## src/rtl/filter_frame_sequencer.sv

```systemverilog
// Purpose : sequences one filter frame: optional coefficient load, ROW_WIDTH x COL_WIDTH
//           pixel stream, drain until the filter has produced every output (or timeout).
// Latency : each accepted coef/pixel beat appears on f_data* exactly one cycle later.
// Backpr. : valid/ready; coef_ready only in LOAD_COEF, pix_ready only in STREAM; a
//           deasserted valid simply stalls the counters.
// Ports   : clk/reset_in (async active-low); start + reload_coef (frame request);
//           coef_valid/coef_data/coef_ready and pix_valid/pix_data/pix_ready (inputs);
//           f_data_valid/f_data/f_data_id (to filter, id 0 = coef, 1 = pixel);
//           f_pix_out_valid (filter output strobe); busy, frame_done, timeout_err, out_cnt.
module filter_frame_sequencer #(
  parameter int DATA_BIT   = 15,
  parameter int DATA_IDBIT = 1,
  parameter int ROW_WIDTH  = 640,
  parameter int COL_WIDTH  = 480,
  parameter int MASK_WIDTH = 7,
  parameter int CNT_BIT    = 10,
  parameter int COFCNT_BIT = 15,
  parameter int PIX_BIT    = 8,
  parameter int DRAIN_MAX  = 4095
) (
  input  logic                  clk,
  input  logic                  reset_in,
  input  logic                  start,
  input  logic                  reload_coef,
  input  logic                  coef_valid,
  input  logic [COFCNT_BIT-1:0] coef_data,
  output logic                  coef_ready,
  input  logic                  pix_valid,
  input  logic [PIX_BIT-1:0]    pix_data,
  output logic                  pix_ready,
  output logic                  f_data_valid,
  output logic [DATA_BIT-1:0]   f_data,
  output logic [DATA_IDBIT-1:0] f_data_id,
  input  logic                  f_pix_out_valid,
  output logic                  busy,
  output logic                  frame_done,
  output logic                  timeout_err,
  output logic [2*CNT_BIT-1:0]  out_cnt
);

  localparam logic [2:0] S_IDLE   = 3'd0;
  localparam logic [2:0] S_LOAD   = 3'd1;
  localparam logic [2:0] S_STREAM = 3'd2;
  localparam logic [2:0] S_DRAIN  = 3'd3;
  localparam logic [2:0] S_DONE   = 3'd4;

  localparam int COEF_NUM  = MASK_WIDTH * MASK_WIDTH;
  localparam int COEF_CBIT = $clog2(COEF_NUM + 1);
  localparam int DRN_BIT   = $clog2(DRAIN_MAX + 1);
  localparam int OCNT_BIT  = 2 * CNT_BIT;

  localparam logic [COEF_CBIT-1:0] COEF_LAST = COEF_CBIT'(COEF_NUM - 1);
  localparam logic [CNT_BIT-1:0]   COL_LAST  = CNT_BIT'(ROW_WIDTH - 1);
  localparam logic [CNT_BIT-1:0]   ROW_LAST  = CNT_BIT'(COL_WIDTH - 1);
  localparam logic [OCNT_BIT-1:0]  FRAME_PIX = OCNT_BIT'(ROW_WIDTH * COL_WIDTH);
  localparam logic [DRN_BIT-1:0]   DRN_LAST  = DRN_BIT'(DRAIN_MAX - 1);

  logic [2:0]            state_q, state_d;
  logic [COEF_CBIT-1:0]  coef_cnt_q, coef_cnt_d;
  logic [CNT_BIT-1:0]    col_q, col_d;
  logic [CNT_BIT-1:0]    row_q, row_d;
  logic [OCNT_BIT-1:0]   out_cnt_q, out_cnt_d;
  logic [DRN_BIT-1:0]    drn_q, drn_d;
  logic                  timeout_q, timeout_d;
  logic                  f_vld_q, f_vld_d;
  logic [DATA_BIT-1:0]   f_dat_q, f_dat_d;
  logic [DATA_IDBIT-1:0] f_id_q, f_id_d;

  logic                  coef_xfer;
  logic                  pix_xfer;
  logic                  out_inc;
  logic [OCNT_BIT-1:0]   out_cnt_nxt;

  assign coef_xfer   = (state_q == S_LOAD) && coef_valid;
  assign pix_xfer    = (state_q == S_STREAM) && pix_valid;
  // Filter strobes only count while a frame is in flight; saturate instead of wrapping.
  assign out_inc     = f_pix_out_valid && (state_q inside {S_LOAD, S_STREAM, S_DRAIN})
                       && (out_cnt_q != '1);
  assign out_cnt_nxt = out_cnt_q + OCNT_BIT'(out_inc);

  always_comb begin
    state_d    = state_q;
    coef_cnt_d = coef_cnt_q;
    col_d      = col_q;
    row_d      = row_q;
    out_cnt_d  = out_cnt_nxt;
    drn_d      = '0;            // drain counter only runs inside DRAIN
    timeout_d  = timeout_q;
    f_vld_d    = 1'b0;
    f_dat_d    = '0;
    f_id_d     = '0;
    case (state_q)
      S_IDLE: begin
        if (start) begin
          state_d    = reload_coef ? S_LOAD : S_STREAM;
          coef_cnt_d = '0;
          col_d      = '0;
          row_d      = '0;
          out_cnt_d  = '0;
          timeout_d  = 1'b0;
        end
      end
      S_LOAD: begin
        if (coef_xfer) begin
          f_vld_d    = 1'b1;
          f_dat_d    = DATA_BIT'(coef_data);
          f_id_d     = '0;
          coef_cnt_d = coef_cnt_q + 1'b1;   // stops at COEF_NUM: state leaves here
          if (coef_cnt_q == COEF_LAST) state_d = S_STREAM;
        end
      end
      S_STREAM: begin
        if (pix_xfer) begin
          f_vld_d = 1'b1;
          f_dat_d = DATA_BIT'(pix_data);
          f_id_d  = DATA_IDBIT'(1);
          if (col_q == COL_LAST) begin
            if (row_q == ROW_LAST) begin
              // Last pixel: counters hold at their terminal values.
              state_d = S_DRAIN;
            end else begin
              col_d = '0;
              row_d = row_q + 1'b1;
            end
          end else begin
            col_d = col_q + 1'b1;
          end
        end
      end
      S_DRAIN: begin
        drn_d = drn_q + 1'b1;
        // A completed frame takes priority over a timeout landing in the same cycle.
        if (out_cnt_nxt >= FRAME_PIX) begin
          state_d = S_DONE;
        end else if (drn_q == DRN_LAST) begin
          state_d   = S_DONE;
          timeout_d = 1'b1;
        end
      end
      S_DONE: begin
        state_d = S_IDLE;
      end
      default: begin
        state_d = S_IDLE;
      end
    endcase
  end

  always_ff @(posedge clk or negedge reset_in) begin
    if (!reset_in) begin
      state_q    <= S_IDLE;
      coef_cnt_q <= '0;
      col_q      <= '0;
      row_q      <= '0;
      out_cnt_q  <= '0;
      drn_q      <= '0;
      timeout_q  <= 1'b0;
      f_vld_q    <= 1'b0;
      f_dat_q    <= '0;
      f_id_q     <= '0;
    end else begin
      state_q    <= state_d;
      coef_cnt_q <= coef_cnt_d;
      col_q      <= col_d;
      row_q      <= row_d;
      out_cnt_q  <= out_cnt_d;
      drn_q      <= drn_d;
      timeout_q  <= timeout_d;
      f_vld_q    <= f_vld_d;
      f_dat_q    <= f_dat_d;
      f_id_q     <= f_id_d;
    end
  end

  assign coef_ready   = (state_q == S_LOAD);
  assign pix_ready    = (state_q == S_STREAM);
  assign busy         = (state_q != S_IDLE);
  assign frame_done   = (state_q == S_DONE);
  assign timeout_err  = timeout_q;
  assign out_cnt      = out_cnt_q;
  assign f_data_valid = f_vld_q;
  assign f_data       = f_dat_q;
  assign f_data_id    = f_id_q;

endmodule

```

## config.mk

```make
export PLATFORM = sky130hd
export DESIGN_NAME = filter_frame_sequencer
export DESIGN_NICKNAME = d
export VERILOG_FILES = /design/src/rtl/filter_frame_sequencer.sv
export SDC_FILE = /design/constraint.sdc
export NUM_CORES = 1
export LEC_CHECK = 0
export BUFFER_PORTS_ARGS = -buffer_cell sky130_fd_sc_hd__buf_2
export CAP_MARGIN = 20
export CORE_UTILIZATION = 45
export DETAILED_ROUTE_END_ITERATION = 6
export PLACE_DENSITY = 0.66
export SLEW_MARGIN = 25
export SYNTH_ARGS = -nofsm -noshare
export SYNTH_HDL_FRONTEND = slang
export SYNTH_SLANG_ARGS = --single-unit
```

## constraint.sdc

```tcl
create_clock -name clk -period 4.3 [get_ports clk]
set_clock_uncertainty 0.2 [all_clocks]
set_input_delay 0 -clock clk [delete_from_list [all_inputs] [get_ports clk]]
set_output_delay 0 -clock clk [all_outputs]
set_load 0.1 [all_outputs]
```

# == Word level (Yosys, flattened, before mapping) ==
# Cells that the tools add are included.
# op_classes
add_sub_neg,5
magnitude_cmp,1
n_eq_ne,20
mux,36
n_reduce_logical,15
# op_table
cell,count
$mux 10,7
$mux 20,2
$pmux 10 s2,2
$pmux 15 s2,1
$mux 3,8
$add 10x1->10 const B,2
$add 20x1->20,1
$ge 20x19->1 const B,1
$ne 20x20->1 const B,1
$mux 15,1
$add 12x1->12 const B,1
$eq 12x12->1 const B,1
$mux 12,1
$mux 6,2
$ne 2x1->1 const B,6
$pmux 3 s4,1
$pmux 6 s2,1
$eq 10x10->1 const B,1
$eq 10x9->1 const B,1
$mux 8,1
$reduce_and 4->1,2
$reduce_and 7->1,1
$add 6x1->6 const B,1
$eq 3x2->1 const B,2
15 further kinds,29
# word_totals
register_bits,79
inputBits,30
out_inout_bits,42
wordCells,87

# == Logic depth before layout (Yosys ltp) ==
# Gate-level depths: netlist (run 1).
# depth
word_depth,8
ltp_mapped,13
depth_no_buf,13

# == Worst setup path after synthesis (run 1) ==
# OpenSTA, ideal clock, no wires.
# synth_timing
path_kind,register -> register
start,register out_cnt_q[7] (netlist: out_cnt[7])
end,register state_q[1]
setup_time_ps,65
t_arrival_ps,3720
setup_slack_ps,314
stages_incl_launch_ff,14
path_buffers,1
synth_period_minus_slack_ps,3986
path_cell_list,dfrtp_1 > nand4_2 > or4_1 > buf_2 > nor3_1 > nor4b_1 > ha_1 > ha_1 > nand3_1 > nor4_2 > a31o_2 > o32ai_2 > a21o_1 > a22o_1
# synth_via
elab_chain_len,6
word_cells_on_any_way,8
classes_between,add/sub (1); order compare (1); eq/ne (2); mux (2); reduce/logical (2)
# synth_lines
item,line_no,rtl
"start, declared",62,"logic [OCNT_BIT-1:0] out_cnt_q, out_cnt_d;"
"start signal, assigned",166,out_cnt_q <= out_cnt_d;
$ne 20x20->1,78,&& (out_cnt_q != '1);
$logic_and 1x1->1,78,
$add 20x1->20 (*),79,assign out_cnt_nxt = out_cnt_q + OCNT_BIT'(out_inc);
$ge 20x19->1 (*),133,if (out_cnt_nxt >= FRAME_PIX) begin
$ne 3x1->1 (no line) or $mux 3 (tied branches),n/a,
$reduce_and 7->1 (no line) or $pmux 3 s4 (tied branches),n/a,
"end signal, assigned",162,state_q <= state_d;
"end, declared",58,"logic [2:0] state_q, state_d;"
# Mark *: on every way between the ends. The rest lies on a longest branch, timed or not.
# A chain may end at the register's enable or synchronous reset.

# == Worst setup path in the final report (run 1) ==
# layout_timing
start,register out_cnt_q[13] (netlist: out_cnt[13])
end,register state_q[1]
# Same word-level chain as after synthesis.

==> impl_results.md, run 1 <==
- Mean area per synthesized cell: a little under 10 µm²
- Initial DRC Count: between 100 and 150
- Initial antenna violation count: 0
- Starting density of the core: 47.1%
- RSZ-0062 raised after global routing: false
- CTS tree: done
- Routed vias: 3354
- Async set-or-reset flop fraction in the synthesized netlist: 100%
- Die Ht: around 95 µm
- Post-cts resize count: 0
- Crit path required time: 4.36 ns
- Power per cell area: approximately 560 nW/µm²
- Residual DRC: 0
- Avg WL per Cell: between 10 and 15 µm
- CTS Sinks: between 70 and 80
- Share of power burned in registers: 35.7%
- Vias in the first global route: between 3000 and 4000
- Period Utilization, post-route: approximately nine tenths
- Syn-to-layout area delta: 25.9%
- Clk buf depth: 2
- # port buffers: 71
- Routed WL: between 9 and 10 mm
- Crit Path Class: register to register
- Routability congestion estimate: about 0.84
- Ys Warns: 0
- Register area share after synthesis: about half
- Compound-cell area share of the yosys netlist: between 10% and 20%
- Setup violators final: 0
- LEAKAGE: around 2.4 nW
- Io pins: 72
- Worst vdd ir: ~0.00028 V
- Status: finished, final reports clean
- Setup TNS Final: 0 ns
- Arr. time, crit path: between 3 and 4 ns
- Final #Nets: 545
- Commonest cells after routing, fill and taps aside: dfrtp_1 (79), buf_2 (70), nor2_1 (45), nand2_1 (35), dlygate4sd3_1 (35)
- DPL Wire Length: 5.82 mm
- Yosys top cell area share: between 50% and 60%
- FF-to-FF Start: out_cnt[13]
- Worst hold slack: 0.0234 ns
- Clock group share of total power: 20.9%
- Post-Synth XOR/XNOR Area: under 10%
- Slowest-stage cell, CP: dfrtp_1
- CP startpoint kind: register
- Peak Freq: between 0.2 and 0.3 GHz
- Largest net degree at the start of global routing: 80
- Maximum fanout along the worst path: 8
- #FFs+latches synth: between 70 and 80
- H-tree levels: 3
- Root buf cell: clkbuf_8
- Commonest non-fill, non-tap cell in the layout: dfrtp_1
- Post-synth net total: approximately 440
- Main combinational cell family by area after synthesis: simple AND/OR/NAND/NOR gates
- Crit-path cells: and3_1, and4_1, nand2_1, nor3_1, nor4b_1, ha_1, ha_1, nand3_1, nor4_2, nand3_1, o2bb2ai_1, a21o_1, a22o_1
- Vias per cell: 5.44
- Sw Share: 47.5%
- Area contributors post-synth: dfrtp_1 (50%), nor2_1 (4.4%), xnor2_1 (4.0%), xor2_1 (3.6%), nand2_1 (3.3%)
- Post-route ant nets: 0
- Max-slew violations: 0
- Int Power: 1.44 mW
- Crit path largest cell delay: approximately 0.47 ns
- Post-synthesis mux area share: less than 1%
- Ant. Diodes: 0
- Worst Setup SP: out_cnt[13]
- Die width: 95.4 µm
- Postcts setup bufs: 0
- Max-cap viol count: 0
- Core Region: about 8300 µm²
- Drt pass-1 iters: 4
- Min Tclk post-route: 3.84 ns
- Adder-cell share of the synthesized area: between 2 and 3%
- Sw Pwr: between 1 and 1.5 mW
- Yosys cell types: 50
- Global route total overflow: 0
- Post-synth top area cell: dfrtp_1
- Hold Vio Cnt, Final: 0
- Hold Path Class: input port to async pin
- Top FF cell, synth: dfrtp_1
- Slew @ Worst Pin: ~0.71 ns
- CTS clk-pin slew, worst paths: 0.09 ns
- Share of cells above drive strength 1: approximately a fifth
- Site Rows: 33
- Num CTS Buffers: 9
- Combinational power share: around 43%
- Post-synthesis simple-gate area fraction: 25.4%
- Clock latency on the worst-skew pair: approximately 0.37 ns
- Post-synth EDFFs: 0
- Die area: a little over 9000 µm²
- Crit end category: register
- Cells after synthesis: 400
- Slew HR: about 53%
- Synth Cell Area: a little under 4000 µm²
- First-pass GRT wire length: approximately 15 mm
- Total GRT Usage: a little over a fifth
## cell usage after synthesis (2+ instances only)
master     number
nand2_1        35
inv_1          12
and4_2          2
xnor2_1        18
nor4bb_1        2
o31ai_1         3
o21ai_0        14
nor3b_1         2
o21ai_1         3
and3_1         13
inv_2           2
a31o_2          2
or3_1          11
and4_1          3
and2_1         13
a21oi_1        15
ha_1            8
or2_2           4
o211ai_1        3
a22o_1         12
nor2_1         46
nor4_1          3
o21bai_1        2
dfrtp_1        79
xor2_1         16
nor3_1         12
o2111ai_1       2
buf_2           2
nand3_1        17
clkbuf_1       10
nor2b_1         2
nand4_1        13
mux2i_1         2
## metal layers
| metal | share of wire [%] | global-route usage [%] | routed length [µm] |
|---|---|---|---|
| met1 | 48 | 29.6 | 4340 |
| met2 | 47 | 34.0 | 4280 |
| met3 | 3.8 | 3.59 | 344 |
| met4 | 1.7 | 8.33 | 159 |
| met5 | 0 | 0 | 0 |
## power by group through the flow
stage          clock network [mW]  registers, mW  logic, mW
2_1_floorplan                   0           1.36      0.529
3_3_place_gp                    0          0.987       1.12
3_5_place_dp                    0          0.990       1.13
4_1_cts                     0.583          0.979       1.18
5_1_grt                     0.620           1.00       1.28
6_report                    0.573          0.981       1.19
## through the flow
step           instance area [µm²]  setup WS [ns]  utilization, %  instances  power, mW
4_1_cts                       4940          0.505            59.2        617       2.75
3_5_place_dp                  4390          0.548            52.6        566       2.12
3_3_place_gp                  4390          0.665            52.6        566       2.10
5_1_grt                       4940          0.187            59.3        617       2.90
6_report                      4940          0.458            59.3        617       2.75
2_1_floorplan                 3930          0.314               -        400       1.88
## critical path, delay by kind of cell (launching register included)
kind                     cells  cell delay [ns]
adder cells (fa/ha/maj)      2             0.61
flip-flops                   1             0.47
AND/OR/NAND/NOR              8             1.81
AO/OA/AOI/OAI                3             0.64
## path summary, 6_finish.rpt
path	to	slack, ns	depth (start not counted)
worst max-delay path	state_q[1]	0.46	13
worst min-delay path	out_cnt[10]	0.02	2
worst max register to register	state_q[1]	0.46	13
worst min register to register	col_q[1]	0.32	2
max in group asynchronous	row_q[0]	3.37	2
min in group clk	out_cnt[0]	0.09	4
## cells by family (layout without fill, tap and decap cells)
| group | count (synthesis) | count (layout) |
|---|---|---|
| flops | 79 | 79 |
| mux | 2 | 2 |
| compound gates | 64 | 64 |
| buf+inv | 26 | 138 |
| xor+xnor | 34 | 34 |
| simple gates | 187 | 187 |
| fa+ha+maj | 8 | 8 |
## cell type report
cell class | instances | area [µm²]
sequential | 79 | 1980
clock inverter | 6 | 65.1
multi-input combinational | 295 | 1850
fill | 730 | 3400
timing repair buffer | 108 | 727
clock buffer | 10 | 138
inverter | 14 | 52.6
tap | 105 | 131
## registers in the layout (all words and copies together) (netlist names), 3 cells and up
signal,cells
col_q,10
coef_cnt_q,6
drn_q,12
state_q,3
f_data,15
out_cnt,20
row_q,10
## timing repair
action                                  CTS  global route
endpoints found under the setup margin    0             0
hold buffers                             35             0
hold endpoints to repair                113             0
No activity file was read; power rests on OpenSTA's default activity.
==> run 2, diff against run 1 <==
CORE_UTILIZATION = 56   (was 45)
PLACE_DENSITY = 0.79   (was 0.66)
==> impl_results.md, run 2 (synthesized netlist as in run 1, its figures left out) <==
- Crit Path Class: register to register
- Period Utilization, post-route: between 90% and 100%
- Ant. Diodes: 0
- Reg2Reg Depth: 13
- Status: finished, final reports clean
- Setup ws final: ~0.42 ns
- Postcts setup bufs: 0
- Worst vdd ir: around 0.0005 V
- CTS clk-pin slew, worst paths: 0.09 ns
- Root buf cell: clkbuf_8
- Vias per cell: 5.64
- H-tree levels: 3
- Die area: 7350 µm²
- RR Endpoint: state_q[1]
- Crit path largest cell delay: ~0.48 ns
- Site Rows: 30
- Largest register FFs: 20
- Die Ht: about 86 µm
- LEAKAGE: 2.35 nW
- Starting density of the core: between 50 and 60%
- Crit path required time: around 4.3 ns
- Syn-to-layout area delta: 25.2%
- Max-slew violations: 0
- Crit end category: register
- Vias in the first global route: ~3200
- RSZ-0062 raised after global routing: false
- Crit-path cells: and3_1, and4_1, nand2_1, nor3_1, nor4b_1, ha_1, ha_1, nand3_1, nor4_2, nand3_1, o2bb2ai_1, a21o_1, a22o_1
- Setup TNS Final: 0 ns
- Post-cts resize count: 0
- Clock latency on the worst-skew pair: 0.36 ns
- CTS tree: done
- Final Util: between 70% and 80%
- Critical path's top delay family: simple AND/OR/NAND/NOR gates
- Commonest non-fill, non-tap cell in the layout: dfrtp_1
- Io pins: slightly above 70
- Peak Freq: between 0.2 and 0.3 GHz
- Power per cell area: 549 nW/µm²
- Share of cells above drive strength 1: between 20% and 30%
- Avg WL per Cell: about 15 µm
- Hold Vio Cnt, Final: 0
- Commonest cells after routing, fill and taps aside: dfrtp_1 (79), buf_2 (70), nor2_1 (45), nand2_1 (35), dlygate4sd3_1 (35)
- FF-to-FF Start: out_cnt[13]
- Largest net degree at the start of global routing: 80
- CP startpoint kind: register
- Maximum fanout along the worst path: 8
- Arr. time, crit path: just under 4 ns
- Post-route ant nets: 0
- CTS Sinks: between 70 and 80
- Setup violators final: 0
- Fillers: 483
- Initial DRC Count: 164
- Place WS: 0.515 ns
- Hold Path Class: input port to async pin
- Slowest-stage cell, CP: dfrtp_1
- Global route total overflow: 0
- Slew HR: around 53%
- Core Region: 6790 µm²
- Routability congestion estimate: roughly 0.91
- Num CTS Buffers: 9
- # port buffers: a little over 70
- Final #Nets: 545
- Drt pass-1 iters: 4
- Routed vias: 3432
- Clk buf depth: 2
- Buffers and inverters on the worst path: 0
- Min Tclk post-route: 3.88 ns
- R2R Setup Slk: 0.42 ns
- Total GRT Usage: 26.5%
- First-pass GRT wire length: about 15 mm
- Residual DRC: 0
- DPL Wire Length: about 5.7 mm
- Max-cap viol count: 0
- Initial antenna violation count: 0
- Die width: approximately 86 µm
- Routed WL: 9.15 mm
- Slew @ Worst Pin: ~0.70 ns
## run 2: worst reg2reg max path, stage by stage (launching register included)
cell,delay (ns)
dfrtp_1,0.48
and3_1,0.25
and4_1,0.25
nand2_1,0.08
nor3_1,0.05
nor4b_1,0.28
ha_1,0.30
ha_1,0.31
nand3_1,0.24
nor4_2,0.45
nand3_1,0.23
o2bb2ai_1,0.22
a21o_1,0.23
a22o_1,0.23
## run 2: worst max path at each step
stage,start,end,slack [ns],cells past startpoint
after floorplan,out_cnt[7],state_q[1],0.31,13
after global placement,out_cnt[13],state_q[1],0.69,13
after detailed placement,out_cnt[13],state_q[1],0.51,13
after CTS,out_cnt[13],state_q[1],0.45,13
after global routing,out_cnt[13],state_q[1],0.12,13
final,out_cnt[13],state_q[1],0.42,13
## run 2: metrics by stage
stage / cells / power (mW) / area [µm²] / hold WS [ns]
after floorplan: 400 / 1.88 / 3930 / -0.496
after global placement: 557 / 2.09 / 4370 / 0.0151
after detailed placement: 557 / 2.11 / 4370 / 0.0224
after CTS: 608 / 2.69 / 4910 / 0.105
after global routing: 608 / 2.83 / 4920 / 0.101
final: 608 / 2.70 / 4920 / 0.0133
## run 2: repair_timing
| action | 4_1_cts | 5_1_grt |
|---|---|---|
| setup endpoints to repair | 0 | 0 |
| hold buffers | 35 | 0 |
| endpoints found under the hold margin | 104 | 0 |
## run 2: layer usage
| metal | routed length, µm | part of all wire, % | vias up | global-route usage, % |
|---|---|---|---|---|
| met4 | 224 | 2.4 | 0 | 11.7 |
| met5 | 0 | 0 | - | 0 |
| li1 | - | - | 1619 | - |
| met2 | 4430 | 48 | 116 | 42.5 |
| met1 | 4040 | 44 | 1675 | 35.8 |
| met3 | 447 | 4.9 | 22 | 4.43 |
## run 2: cell type report
type,instances,area (µm²),area share [%]
clock buffers,10,138,2.80
clock inverters,6,50.0,1.02
inverters,14,52.6,1.07
multi-input cells,295,1850,37.7
flip-flops and latches,79,1980,40.2
well taps,96,120,2.44
repair buffers,108,727,14.8
## run 2: report_power, final
| group | switching [mW] | internal, mW |
|---|---|---|
| Sequential | 0.119 | 0.862 |
| Combinational | 0.893 | 0.294 |
| Clock | 0.294 | 0.234 |
